===== config.mk =====
export PLATFORM = sky130hd
export DESIGN_NAME = snoop_bus_interconnect
export DESIGN_NICKNAME = d
export VERILOG_FILES = /design/src/rtl/snoop_bus_pkg.sv /design/src/rtl/snoop_bus_interconnect_rr_arbiter.sv /design/src/rtl/snoop_bus_interconnect.sv
export SDC_FILE = /design/constraint.sdc
export NUM_CORES = 1
export LEC_CHECK = 0
export CAP_MARGIN = 20
export CORE_ASPECT_RATIO = 0.5
export CORE_UTILIZATION = 52
export CTS_CLUSTER_DIAMETER = 40
export CTS_CLUSTER_SIZE = 10
export DETAILED_ROUTE_END_ITERATION = 10
export PLACE_DENSITY = 0.86
export SLEW_MARGIN = 25
export SYNTH_ARGS = -nofsm -noshare
export SYNTH_HDL_FRONTEND = slang
export SYNTH_SLANG_ARGS = --single-unit

===== constraint.sdc =====
create_clock -name clk -period 4.55 [get_ports clk]
set_input_delay 0.455 -clock clk [delete_from_list [all_inputs] [get_ports clk]]
set_output_delay 0.455 -clock clk [all_outputs]
set_load 0.1 [all_outputs]

===== src/rtl/snoop_bus_pkg.sv =====
// Shared types and constants for the snooping bus interconnect.
package snoop_bus_pkg;

  localparam int MAX_CORES = 8;

  // MSI bus operations as driven by the L1 caches; BUS_NON marks an idle lane.
  typedef enum logic [1:0] {
    BUS_RD   = 2'b00,
    BUS_UPGR = 2'b01,
    BUS_RDX  = 2'b10,
    BUS_NON  = 2'b11
  } bus_op_t;

  typedef enum logic [2:0] {
    IDLE,
    GRANT,
    SNOOP,
    MEM,
    RELEASE
  } ic_state_t;

  // Operations that need line data from memory when no cache flushes it.
  function automatic logic needs_mem_read(bus_op_t op);
    return (op == BUS_RD) || (op == BUS_RDX);
  endfunction

endpackage


===== src/rtl/snoop_bus_interconnect_rr_arbiter.sv =====
// Combinational round-robin arbiter: the first requester strictly after ptr wins.
module rr_arbiter
  import snoop_bus_pkg::*;
#(
  parameter int N     = 2,
  parameter int PTR_W = $clog2(N)
) (
  input  logic [N-1:0]     req,
  input  logic [PTR_W-1:0] ptr,
  output logic [N-1:0]     gnt,
  output logic             valid
);

  int idx;

  // Scan cyclically from ptr+1 and stop at the first active request.
  always_comb begin
    gnt   = '0;
    valid = 1'b0;
    idx   = 0;
    for (int i = 1; i <= N; i++) begin
      idx = int'(ptr) + i;
      if (idx >= N) idx = idx - N;
      if (!valid && req[idx]) begin
        gnt[idx] = 1'b1;
        valid    = 1'b1;
      end
    end
  end

endmodule


===== src/rtl/snoop_bus_interconnect.sv =====
// N-core snooping bus: round-robin grant, MSI broadcast, snoop collection,
// cache-to-cache flush forwarding and memory read/write-back.
//
// state   | meaning
// IDLE    | no owner, arbitrating pending requests
// GRANT   | owner granted, waiting for its bus operation
// SNOOP   | operation broadcast, collecting hits/flushes from other cores
// MEM     | memory read or write-back outstanding, waiting for mem_ack
// RELEASE | transaction done, waiting for the owner to drop its request
module snoop_bus_interconnect
  import snoop_bus_pkg::*;
#(
  parameter int NUM_CORES    = 2,
  parameter int ADDR_W       = 32,
  parameter int DATA_W       = 32,
  parameter int SNOOP_CYCLES = 1
) (
  input  logic                        clk,
  input  logic                        reset,
  input  logic [NUM_CORES-1:0]        req_core,
  output logic [NUM_CORES-1:0]        grant,
  input  logic [2*NUM_CORES-1:0]      core_op,
  input  logic [ADDR_W*NUM_CORES-1:0] core_addr,
  input  logic [DATA_W*NUM_CORES-1:0] core_data,
  input  logic [NUM_CORES-1:0]        core_hit,
  input  logic [NUM_CORES-1:0]        core_flush,
  output logic [1:0]                  bus_operation_in,
  output logic [ADDR_W-1:0]           bus_address_in,
  output logic [DATA_W-1:0]           bus_data_in,
  output logic [NUM_CORES-1:0]        cache_hit_in,
  output logic                        mem_req,
  output logic                        mem_we,
  output logic [ADDR_W-1:0]           mem_addr,
  output logic [DATA_W-1:0]           mem_wdata,
  input  logic [DATA_W-1:0]           mem_rdata,
  input  logic                        mem_ack
);

  localparam int IDX_W = $clog2(NUM_CORES);
  localparam int CNT_W = 2;

  ic_state_t             state_q, state_d;
  logic [IDX_W-1:0]      owner_q, owner_d;
  logic [IDX_W-1:0]      rr_ptr_q, rr_ptr_d;
  bus_op_t               op_q, op_d;
  logic [ADDR_W-1:0]     addr_q, addr_d;
  logic [DATA_W-1:0]     data_q, data_d;
  logic [CNT_W-1:0]      snoop_cnt_q, snoop_cnt_d;
  logic                  hit_acc_q, hit_acc_d;
  logic                  flush_seen_q, flush_seen_d;
  logic [DATA_W-1:0]     flush_data_q, flush_data_d;

  logic [NUM_CORES-1:0]  grant_q, grant_d;
  bus_op_t               bus_op_q, bus_op_d;
  logic [ADDR_W-1:0]     bus_addr_q, bus_addr_d;
  logic [DATA_W-1:0]     bus_data_q, bus_data_d;
  logic [NUM_CORES-1:0]  cache_hit_q, cache_hit_d;
  logic                  mem_req_q, mem_req_d;
  logic                  mem_we_q, mem_we_d;
  logic [ADDR_W-1:0]     mem_addr_q, mem_addr_d;
  logic [DATA_W-1:0]     mem_wdata_q, mem_wdata_d;

  logic [NUM_CORES-1:0]  arb_gnt;
  logic                  arb_valid;
  logic [IDX_W-1:0]      arb_idx;

  bus_op_t               owner_op;
  logic [ADDR_W-1:0]     owner_addr;
  logic [DATA_W-1:0]     owner_data;
  logic [NUM_CORES-1:0]  others_hit;
  logic [NUM_CORES-1:0]  others_flush;
  logic [DATA_W-1:0]     flush_pick;
  logic                  flush_found;
  logic                  hit_now;
  logic                  flush_now;
  logic [DATA_W-1:0]     flush_data_now;

  rr_arbiter #(.N(NUM_CORES), .PTR_W(IDX_W)) u_arb (
    .req   (req_core),
    .ptr   (rr_ptr_q),
    .gnt   (arb_gnt),
    .valid (arb_valid)
  );

  assign owner_op     = bus_op_t'(core_op[int'(owner_q)*2 +: 2]);
  assign owner_addr   = core_addr[int'(owner_q)*ADDR_W +: ADDR_W];
  assign owner_data   = core_data[int'(owner_q)*DATA_W +: DATA_W];
  assign others_hit   = core_hit & ~grant_q;
  assign others_flush = core_flush & ~grant_q;

  // Encode the one-hot arbiter winner into an owner index.
  always_comb begin
    arb_idx = '0;
    for (int k = 0; k < NUM_CORES; k++) begin
      if (arb_gnt[k]) arb_idx = IDX_W'(k);
    end
  end

  // Lowest-index non-owner flusher in the current cycle supplies the line.
  always_comb begin
    flush_pick  = '0;
    flush_found = 1'b0;
    for (int k = 0; k < NUM_CORES; k++) begin
      if (others_flush[k] && !flush_found) begin
        flush_pick  = core_data[k*DATA_W +: DATA_W];
        flush_found = 1'b1;
      end
    end
  end

  // Next-state and registered-output logic; everything holds unless a state moves it.
  always_comb begin
    state_d        = state_q;
    owner_d        = owner_q;
    rr_ptr_d       = rr_ptr_q;
    op_d           = op_q;
    addr_d         = addr_q;
    data_d         = data_q;
    snoop_cnt_d    = snoop_cnt_q;
    hit_acc_d      = hit_acc_q;
    flush_seen_d   = flush_seen_q;
    flush_data_d   = flush_data_q;
    grant_d        = grant_q;
    bus_op_d       = bus_op_q;
    bus_addr_d     = bus_addr_q;
    bus_data_d     = bus_data_q;
    cache_hit_d    = cache_hit_q;
    mem_req_d      = mem_req_q;
    mem_we_d       = mem_we_q;
    mem_addr_d     = mem_addr_q;
    mem_wdata_d    = mem_wdata_q;
    hit_now        = hit_acc_q | (|others_hit);
    flush_now      = flush_seen_q | (|others_flush);
    flush_data_now = flush_seen_q ? flush_data_q : flush_pick;

    unique case (state_q)
      IDLE: begin
        if (arb_valid) begin
          grant_d = arb_gnt;
          owner_d = arb_idx;
          state_d = GRANT;
        end
      end
      GRANT: begin
        if (owner_op != BUS_NON) begin
          op_d         = owner_op;
          addr_d       = owner_addr;
          data_d       = owner_data;
          bus_op_d     = owner_op;
          bus_addr_d   = owner_addr;
          snoop_cnt_d  = CNT_W'(SNOOP_CYCLES - 1);
          hit_acc_d    = 1'b0;
          flush_seen_d = 1'b0;
          state_d      = SNOOP;
        end else if (!req_core[owner_q]) begin
          state_d = RELEASE;
        end
      end
      SNOOP: begin
        bus_op_d    = BUS_NON;
        hit_acc_d   = hit_now;
        cache_hit_d = hit_now ? grant_q : '0;
        if (!flush_seen_q && (|others_flush)) begin
          flush_seen_d = 1'b1;
          flush_data_d = flush_pick;
        end
        if (snoop_cnt_q == '0) begin
          if (flush_now) begin
            bus_data_d  = flush_data_now;
            mem_req_d   = 1'b1;
            mem_we_d    = 1'b1;
            mem_addr_d  = addr_q;
            mem_wdata_d = flush_data_now;
            state_d     = MEM;
          end else if (needs_mem_read(op_q)) begin
            mem_req_d   = 1'b1;
            mem_we_d    = 1'b0;
            mem_addr_d  = addr_q;
            mem_wdata_d = data_q;
            state_d     = MEM;
          end else begin
            state_d = RELEASE;
          end
        end else begin
          snoop_cnt_d = snoop_cnt_q - 1'b1;
        end
      end
      MEM: begin
        if (mem_ack) begin
          if (!mem_we_q) bus_data_d = mem_rdata;
          mem_req_d = 1'b0;
          mem_we_d  = 1'b0;
          state_d   = RELEASE;
        end
      end
      RELEASE: begin
        if (!req_core[owner_q]) begin
          grant_d     = '0;
          rr_ptr_d    = owner_q;
          cache_hit_d = '0;
          state_d     = IDLE;
        end
      end
      default: state_d = IDLE;
    endcase
  end

  // State and output registers; reset aborts any transaction in flight.
  always_ff @(posedge clk or negedge reset) begin
    if (!reset) begin
      state_q      <= IDLE;
      owner_q      <= '0;
      rr_ptr_q     <= IDX_W'(NUM_CORES - 1);
      op_q         <= BUS_NON;
      addr_q       <= '0;
      data_q       <= '0;
      snoop_cnt_q  <= '0;
      hit_acc_q    <= 1'b0;
      flush_seen_q <= 1'b0;
      flush_data_q <= '0;
      grant_q      <= '0;
      bus_op_q     <= BUS_NON;
      bus_addr_q   <= '0;
      bus_data_q   <= '0;
      cache_hit_q  <= '0;
      mem_req_q    <= 1'b0;
      mem_we_q     <= 1'b0;
      mem_addr_q   <= '0;
      mem_wdata_q  <= '0;
    end else begin
      state_q      <= state_d;
      owner_q      <= owner_d;
      rr_ptr_q     <= rr_ptr_d;
      op_q         <= op_d;
      addr_q       <= addr_d;
      data_q       <= data_d;
      snoop_cnt_q  <= snoop_cnt_d;
      hit_acc_q    <= hit_acc_d;
      flush_seen_q <= flush_seen_d;
      flush_data_q <= flush_data_d;
      grant_q      <= grant_d;
      bus_op_q     <= bus_op_d;
      bus_addr_q   <= bus_addr_d;
      bus_data_q   <= bus_data_d;
      cache_hit_q  <= cache_hit_d;
      mem_req_q    <= mem_req_d;
      mem_we_q     <= mem_we_d;
      mem_addr_q   <= mem_addr_d;
      mem_wdata_q  <= mem_wdata_d;
    end
  end

  assign grant            = grant_q;
  assign bus_operation_in = bus_op_q;
  assign bus_address_in   = bus_addr_q;
  assign bus_data_in      = bus_data_q;
  assign cache_hit_in     = cache_hit_q;
  assign mem_req          = mem_req_q;
  assign mem_we           = mem_we_q;
  assign mem_addr         = mem_addr_q;
  assign mem_wdata        = mem_wdata_q;

endmodule


==> qor.yml, run 1 <==
syn_inst: 949
die_y_um: 104
clock_skew_ps: 6.18
synth.top_cell.area_share_pct: 47.9
min_period_ps: 3280
clock_latency_ps: 500
start_util_pct: 54.2
gp_congestion: 0.851
crit_start: "grant[0]$_DFFE_PN0P_"
rsz0062_at_grt: "no"
slowest_delay_ps: 1180
crit_path_end_kind: "output port"
area.growth.synth_to_final_pct: 35.2
whs_ps: -23.1
cts_setup_buffers: 0
netlist_area_um2: 10800
synth_edf_count: 0
boundaryPins: 309
yosys.area.top_type: "dfrtp_1"
synth_seq_cells: 210
dr.pass1.iters: 5
cap_violations: 0
synth_cell_types: 51
crit_fanout: 22
ys_warn_count: 0
cts_root_buf: "clkbuf_16"
postSynthAreaPerCell_um2: 11.3
critPathLaunchType: "register"
yosysSeqAreaShare_pct: 48.8
num-fill-cells: 1331
vias_per_cell: 5.85
violations: "negative hold slack"
totalWireLength_um: 30800
hold_viol_final: 13
layout-drive-gt1-share_pct: 15.3
grt_pass1_vias: 9159
antenna_found_initial: 1
wl_per_cell_um: 20.5
finalSetupTns_ps: 0
tightest_slew_ps: 1050
critPathKind: "reg -> out"
ctsLongestPathBuffers: 3
dieArea_um2: 21300
setup_viol: 0
worstPathCellList: "buf_4 -> clkdlybuf4s50_1"
grt_use_total_pct: 29.0
yosys_most_used_dff: "dfrtp_1"
core-area_um2: 19900
clk_pin_slew_ps: 50
reg2reg_from: "grant[0]$_DFFE_PN0P_"
status: "complete, but fails checks"
cts_buffers: 25
dpl.hpwl_um: 20400
h-tree-depth: 1
portBuffers: 308
report.final.slew_viol_count: 0
die_w_um: 206
slew_headroom_pct: 29.6
cts_tree: "done"
clock-sinks: 210
ys_async_sr_fraction_pct: 100
grt_pass1_wl_um: 49300
finalCritPeriodShare_pct: 72.0
yosys-top-cells-area: "dfrtp_1 (48%), mux2_4 (7.1%), mux2i_1 (6.1%), mux2_2 (4.9%), nand2_1 (3.5%)"
fmax_mhz: 305
hold_class: "in -> async"
drc: 0
grt_max_degree: 85
nets: 1395
grt-ovfl-total: 0
syn_nets: 1123
vias: 8772
rr_worst_depth: 6
cp_slowest_cell: "clkdlybuf4s50_1"
fp-row-count: 36
cp.required_ps: 4090
drtAntennaViolNets: 0
cts_hold_buf: 0
first_iter_violations: 466
worstPathArrival_ps: 2820
cts_resized: 0
-- cell families after synthesis --
family                   count (synthesis)  share of synthesized area [%]
AND/OR/NAND/NOR                        227                           11.2
AO/OA/AOI/OAI                          263                           17.0
adder cells (fa/ha/maj)                  1                          0.116
buffers and inverters                   83                           4.54
flip-flops                             210                           48.8
multiplexers                           165                           18.3
-- routing by layer --
layer	track usage [%]	part of all wire [%]
met5	0	0
met1	38.6	43
met4	9.31	2.7
met2	48.2	48
met3	4.72	6.6
-- final cells by class --
class	instances	area [um2]	share of cell area [%]
sequential	210	5270	36.2
inverter	7	26.3	0.180
clock buffer	35	663	4.56
antenna	1	2.50	0.0172
timing repair buffer	321	3210	22.0
clock inverter	3	15.0	0.103
multi-input combinational	656	5040	34.6
tap	266	333	2.29
-- cells in the final DEF, fill, tap and decap left out, drive strengths merged, types with 36 or more instances in the layout --
cell and instances:
clkdlybuf4s50 307, dfrtp 206, nand2 100, mux2 99
a21oi 74, o21ai 70, mux2i 66, nor2 39
nor2b 36, clkbuf 36
-- flip-flops by register name (all words and copies together) (netlist names), 2 cells and up --
signal / count
bus_operation_in: 2
grant: 2
data_q: 32
mem_wdata: 32
bus_data_in: 32
snoop_cnt_q: 2
bus_address_in: 32
flush_data_q: 32
mem_addr: 32
cache_hit_in: 2
state_q: 3
-- path summary, 6_finish.rpt --
path                                                      to  slack (ps)
max in group asynchronous          mem_wdata[21]$_DFFE_PN0P_        3460
min in group clk                       data_q[6]$_DFFE_PN0N_         480
worst min register to register         data_q[6]$_DFFE_PN0N_         480
worst max register to register  flush_data_q[28]$_DFFE_PN0P_        1470
worst min-delay path              bus_data_in[6]$_DFFE_PN0P_         -20
worst max-delay path                                grant[0]        1270
-- per-stage QoR --
stage                     area, um2  hold slack, ps  worst slack [ps]  utilization [%]  instances
after detailed placement      13900             470              1290             69.9       1460
after floorplan               10800             159              2060                -        949
after global placement        13900             461              1380             69.9       1460
after CTS                     14600            27.3              1280             73.3       1498
final                         14600           -23.1              1270             73.3       1499
after global routing          14600            43.6              1240             73.3       1499
-- cell usage after synthesis (all sizes together), types with 2 or more instances --
master,instances
a211oi,4
a21boi,2
a21oi,74
a311oi,34
and3b,35
buf,34
clkbuf,42
dfrtp,206
dfstp,4
inv,7
mux2,99
mux2i,66
nand2,100
nand2b,4
nand3,3
nand3b,3
nor2,39
nor2b,36
nor3,2
o21ai,70
o22ai,2
o2bb2ai,32
o31ai,35
o32ai,2
or3b,3
-- critical path, delay by kind of cell, from the launching register on --
| kind | cells | cell delay (ps) |
|---|---|---|
| buffers and inverters | 2 | 1560 |
| flip-flops | 1 | 740 |
Power of run 1 is left out: the tool's default activity adds up to more than one toggle a clock period on the data nets, which glitch-free logic cannot reach.
==> run 2: changes to the inputs <==
Settings changed: CORE_UTILIZATION 52 to 44, PLACE_DENSITY 0.86 to 0.78.
Clock period 4.55 ns to 2.9 ns, I/O delays scaled along.
==> run 2 against run 1 <==
Against the previous run:
- the flow now finishes without violations
- core utilization shrank 13 points
- via count rose by 0.21%
- global-route usage fell by 3.7 points
- hold slack improved by 420 ps
- design area down 0.22%
- sequential cell count stayed put
- count of clock-buffer cells in the layout rose by 1
- routed wire length rose by 3.1%
- critical path type is now reg -> reg
- critical endpoint is now mem_addr[7]$_DFFE_PN0P_
- largest cell class unchanged
==> qor.yml, run 2 (synthesis gave the netlist of run 1 again) <==
area.growth.synth_to_final_pct: 34.9
crit_path_end_kind: "register"
report.final.slew_viol_count: 0
layout-drive-gt1-share_pct: 27.1
setup_ws_ps: 580
die_y_um: 113
die_w_um: 223
antenna_found_initial: 3
cts_setup_buffers: 0
dieArea_um2: 25100
cts_buffers: 25
setup_viol: 0
clock_skew_ps: 19.6
reg2reg_from: "snoop_cnt_q[0]$_DFFE_PN0P_"
dpl.hpwl_um: 21500
core-area_um2: 24000
clock-sinks: 210
dr.pass1.iters: 5
min_to: "bus_address_in[31]$_DFFE_PN0N_"
cp_num_buf_inv: 2
totalWireLength_um: 31700
layout_commonest_cell: "dfrtp_1"
grt_pass1_vias: 9129
tightest_slew_ps: 731
reg2reg_to: "mem_addr[7]$_DFFE_PN0P_"
start_util_pct: 44.8
wl_per_cell_um: 20.3
drc: 0
finalCritPeriodShare_pct: 80.0
hold_class: "in -> reg"
cpLargestDelayFamily: "simple AND/OR/NAND/NOR gates"
portBuffers: 308
cap_violations: 0
grt-ovfl-total: 0
crit_fanout: 31
rsz0062_at_grt: "no"
dp_slack_ps: 332
critPathKind: "reg -> reg"
clock_latency_ps: 520
critPathLaunchType: "register"
cts_root_buf: "clkbuf_16"
cp_slowest_cell: "dfrtp_1"
boundaryPins: 309
status: "complete, no violations"
drtAntennaViolNets: 0
cts_tree: "done"
cp.required_ps: 3290
h-tree-depth: 1
r2r_setup_slack_ps: 580
worstPathCellList: "inv_1 -> ha_1 -> mux2i_1 -> and3b_1 -> nand3b_4 -> buf_12 -> mux2_4"
finalSetupTns_ps: 0
slowest_delay_ps: 370
worstPathArrival_ps: 2710
min_period_ps: 2320
grt_pass1_wl_um: 49900
hold_viol_final: 0
grt_use_total_pct: 25.3
rr_worst_depth: 7
fp-row-count: 40
clk_pin_slew_ps: 60
ctsLongestPathBuffers: 3
vias: 8790
layout_common_cells: "dfrtp_1 (204), clkdlybuf4s50_1 (171), buf_4 (152), nand2_1 (100), o21ai_0 (70)"
vias_per_cell: 5.62
worstHoldPathCells: 3
min_from: "core_addr[31]"
fmax_mhz: 431
slew_headroom_pct: 51.3
gp_congestion: 0.905
cts_resized: 0
grt_max_degree: 82
nets: 1410
first_iter_violations: 655
[run 2: through the flow]
| stage | utilization [%] | instance area [um2] | std cells | hold slack [ps] |
|---|---|---|---|---|
| floorplan | - | 10800 | 949 | -5.59 |
| global placement | 57.5 | 13800 | 1523 | 394 |
| detailed placement | 57.5 | 13800 | 1523 | 398 |
| CTS | 60.4 | 14500 | 1561 | 390 |
| global route | 60.5 | 14500 | 1564 | 429 |
| finish | 60.5 | 14500 | 1564 | 398 |
[run 2: worst register-to-register path: stages (launching register included)]
cell,delay (ps)
dfrtp_1,370
inv_1,60
ha_1,250
mux2i_1,150
and3b_1,330
nand3b_4,370
buf_12,300
mux2_4,370
[run 2: layout make-up]
cell class | count | area (um2)
multi-input cells | 656 | 5040
diodes | 3 | 7.51
clock buffers | 36 | 687
well taps | 315 | 394
repair buffers | 336 | 3100
inverters | 7 | 26.3
fillers | 2007 | 9500
clock inverters | 1 | 5.00
flip-flops and latches | 210 | 5270
[run 2: how the worst max path moves through the flow]
stage | end | slack, ps | depth (start not counted) | startpoint
after floorplan | mem_addr[0]$_DFFE_PN0P_ | 410 | 6 | grant[0]$_DFFE_PN0P_
after global placement | mem_addr[15]$_DFFE_PN0P_ | 370 | 6 | core_flush[0]
after detailed placement | mem_addr[7]$_DFFE_PN0P_ | 330 | 6 | core_flush[0]
after CTS | mem_addr[22]$_DFFE_PN0P_ | 600 | 7 | snoop_cnt_q[0]$_DFFE_PN0P_
after global routing | mem_addr[17]$_DFFE_PN0P_ | 460 | 7 | snoop_cnt_q[0]$_DFFE_PN0P_
final | mem_addr[7]$_DFFE_PN0P_ | 580 | 7 | snoop_cnt_q[0]$_DFFE_PN0P_
[run 2: timing repair]
item,4_1_cts,5_1_grt
hold buffers,1,0
hold endpoints to repair,76,0
setup endpoints to repair,0,0
[run 2: metal layers]
metal | track usage [%] | up-vias | wire, um
met5 | 0 | - | 0
met4 | 9.33 | 0 | 908
met3 | 3.95 | 62 | 1450
met2 | 42.6 | 268 | 15700
met1 | 33.2 | 4426 | 13700
li1 | - | 4034 | -
Power of run 2 is left out for the same reason.
==> run 3: changes to the inputs <==
Clock period 2.9 ns to 1.96 ns, I/O delays scaled along.
==> run 3 against run 2 <==
Against the previous run:
- the flow now finishes with violations (negative setup slack)
- critical path depth down 1
- register-to-register slack worse by 640 ps
- via count up 1.9%
- highest routed layer unchanged
- non-clock buffer count up 35
- first-iteration DRC count up 2.9%
- design area up 3.8%
- sequential share of layout area down 1.3 points
==> qor.yml, run 3 (synthesis gave the netlist of run 1 again) <==
status: "complete, but fails checks"
violations: "negative setup slack"
min_period_ps: 2020
setup_ws_ps: -55.1
area.growth.synth_to_final_pct: 40.1
num-fill-cells: 1914
first_iter_violations: 674
die_y_um: 113
layout_commonest_cell: "dfrtp_1"
core-area_um2: 24000
crit_start: "op_q[0]$_DFFE_PN1N_"
fin_cells: 1612
layout_common_cells: "dfrtp_1 (201), buf_4 (175), clkdlybuf4s50_1 (171), nand2_1 (100), o21ai_0 (70)"
layout-drive-gt1-share_pct: 29.9
finalCritPeriodShare_pct: 103
drtAntennaViolNets: 0
reg2reg_to: "mem_addr[11]$_DFFE_PN0P_"
slew_headroom_pct: 53.6
rsz0062_at_grt: "yes"
r2r_setup_slack_ps: -60
fp-row-count: 40
clock_latency_ps: 540
h-tree-depth: 1
reg2reg_from: "op_q[0]$_DFFE_PN1N_"
utilization_pct: 62.8
antenna_found_initial: 5
cts_tree: "done"
cp.required_ps: 2360
worstPathCellList: "inv_2 -> or4_4 -> nand3b_4 -> buf_6 -> buf_12 -> mux2_4"
totalWireLength_um: 32500
stdcell_area_um2: 15100
rr_worst_depth: 6
multi_input_area_um2: 5100
place_area_um2: 14100
clock-sinks: 210
ctsLongestPathBuffers: 3
nets: 1446
portBuffers: 308
tightest_slew_ps: 695
report.final.slew_viol_count: 0
start_util_pct: 44.8
dr.pass1.iters: 5
critPathLaunchType: "register"
clk_pin_slew_ps: 60
setup_viol: 55
cap_violations: 0
grt_max_degree: 66
finalSetupTns_ps: -1740
grt_pass1_wl_um: 50400
grt_use_total_pct: 25.4
grt_pass1_vias: 9176
dieArea_um2: 25100
boundaryPins: 309
hold_viol_final: 0
wl_per_cell_um: 20.2
die_w_um: 223
cts_root_buf: "clkbuf_16"
gp_congestion: 0.842
slowest_delay_ps: 540
clock_skew_ps: 20.8
crit_fanout: 7
vias: 8955
drc: 0
dpl.hpwl_um: 22300
placedCellCount: 1551
vias_per_cell: 5.56
regArea_um2: 5270
cts_buffers: 26
hold_class: "in -> async"
crit_path_end_kind: "register"
worstPathArrival_ps: 2420
fmax_mhz: 496
critPathKind: "reg -> reg"
grt-ovfl-total: 0
cp_slowest_cell: "dfstp_2"
[run 3: cell count changes in the layout (fill, tap and decap cells not counted), moves of 2 or more]
cell,previous run,this run
buf_4,152,175
mux2_2,47,37
mux2_4,51,61
buf_6,0,7
clkbuf_1,9,16
clkbuf_16,25,29
a311oi_1,34,31
a311oi_2,0,3
dfrtp_1,204,201
buf_16,0,2
dfrtp_4,1,3
diode_2,3,5
[run 3: layout make-up]
type | instances | area share (%)
Tap cell | 315 | 2.61
Sequential cell | 210 | 35.0
Clock buffer | 44 | 4.97
Clock inverter | 4 | 0.315
Timing Repair Buffer | 371 | 23.0
Inverter | 7 | 0.174
Antenna cell | 5 | 0.0830
Multi-Input combinational cell | 656 | 33.8
[run 3: what timing repair did]
action	CTS	global route
setup buffers	2	2
pin swaps	0	2
hold endpoints to repair	126	0
hold buffers	1	0
cloned	1	2
gates resized for setup	4	22
endpoints found under the setup margin	52	126
[run 3: per-layer routing]
layer  global-route usage (%)  part of all wire (%)  up-vias  routed length (um)
met2                     42.1                    48      310               15500
met1                     33.0                    43     4440               14100
met4                     10.9                   3.8        0                1220
li1                         -                     -     4129                   -
met3                     4.50                   5.2       76                1690
met5                        0                     0        -                   0
[run 3: worst max-delay path by stage]
stage,to,slack (ps)
2_1_floorplan,mem_addr[0]$_DFFE_PN0P_,-120
3_3_place_gp,mem_wdata[2]$_DFFE_PN0P_,-240
3_5_place_dp,mem_wdata[3]$_DFFE_PN0P_,-280
4_1_cts,mem_wdata[21]$_DFFE_PN0P_,-60
5_1_grt,mem_wdata[0]$_DFFE_PN0P_,-110
6_report,mem_addr[11]$_DFFE_PN0P_,-60
[run 3: per-stage QoR]
step | hold WS (ps) | setup slack (ps)
after floorplan | -99.6 | -123
after global placement | 164 | -236
after detailed placement | 167 | -281
after CTS | 173 | -58.9
after global routing | 221 | -114
final | 185 | -55.1
[run 3: worst max-delay path, delay by kind of cell (launching register included)]
kind | cells | cell delay [ps]
and+or+nand+nor | 2 | 680
muxes | 1 | 300
buffers and inverters | 3 | 360
DFF | 1 | 540
Power of run 3 is left out for the same reason.
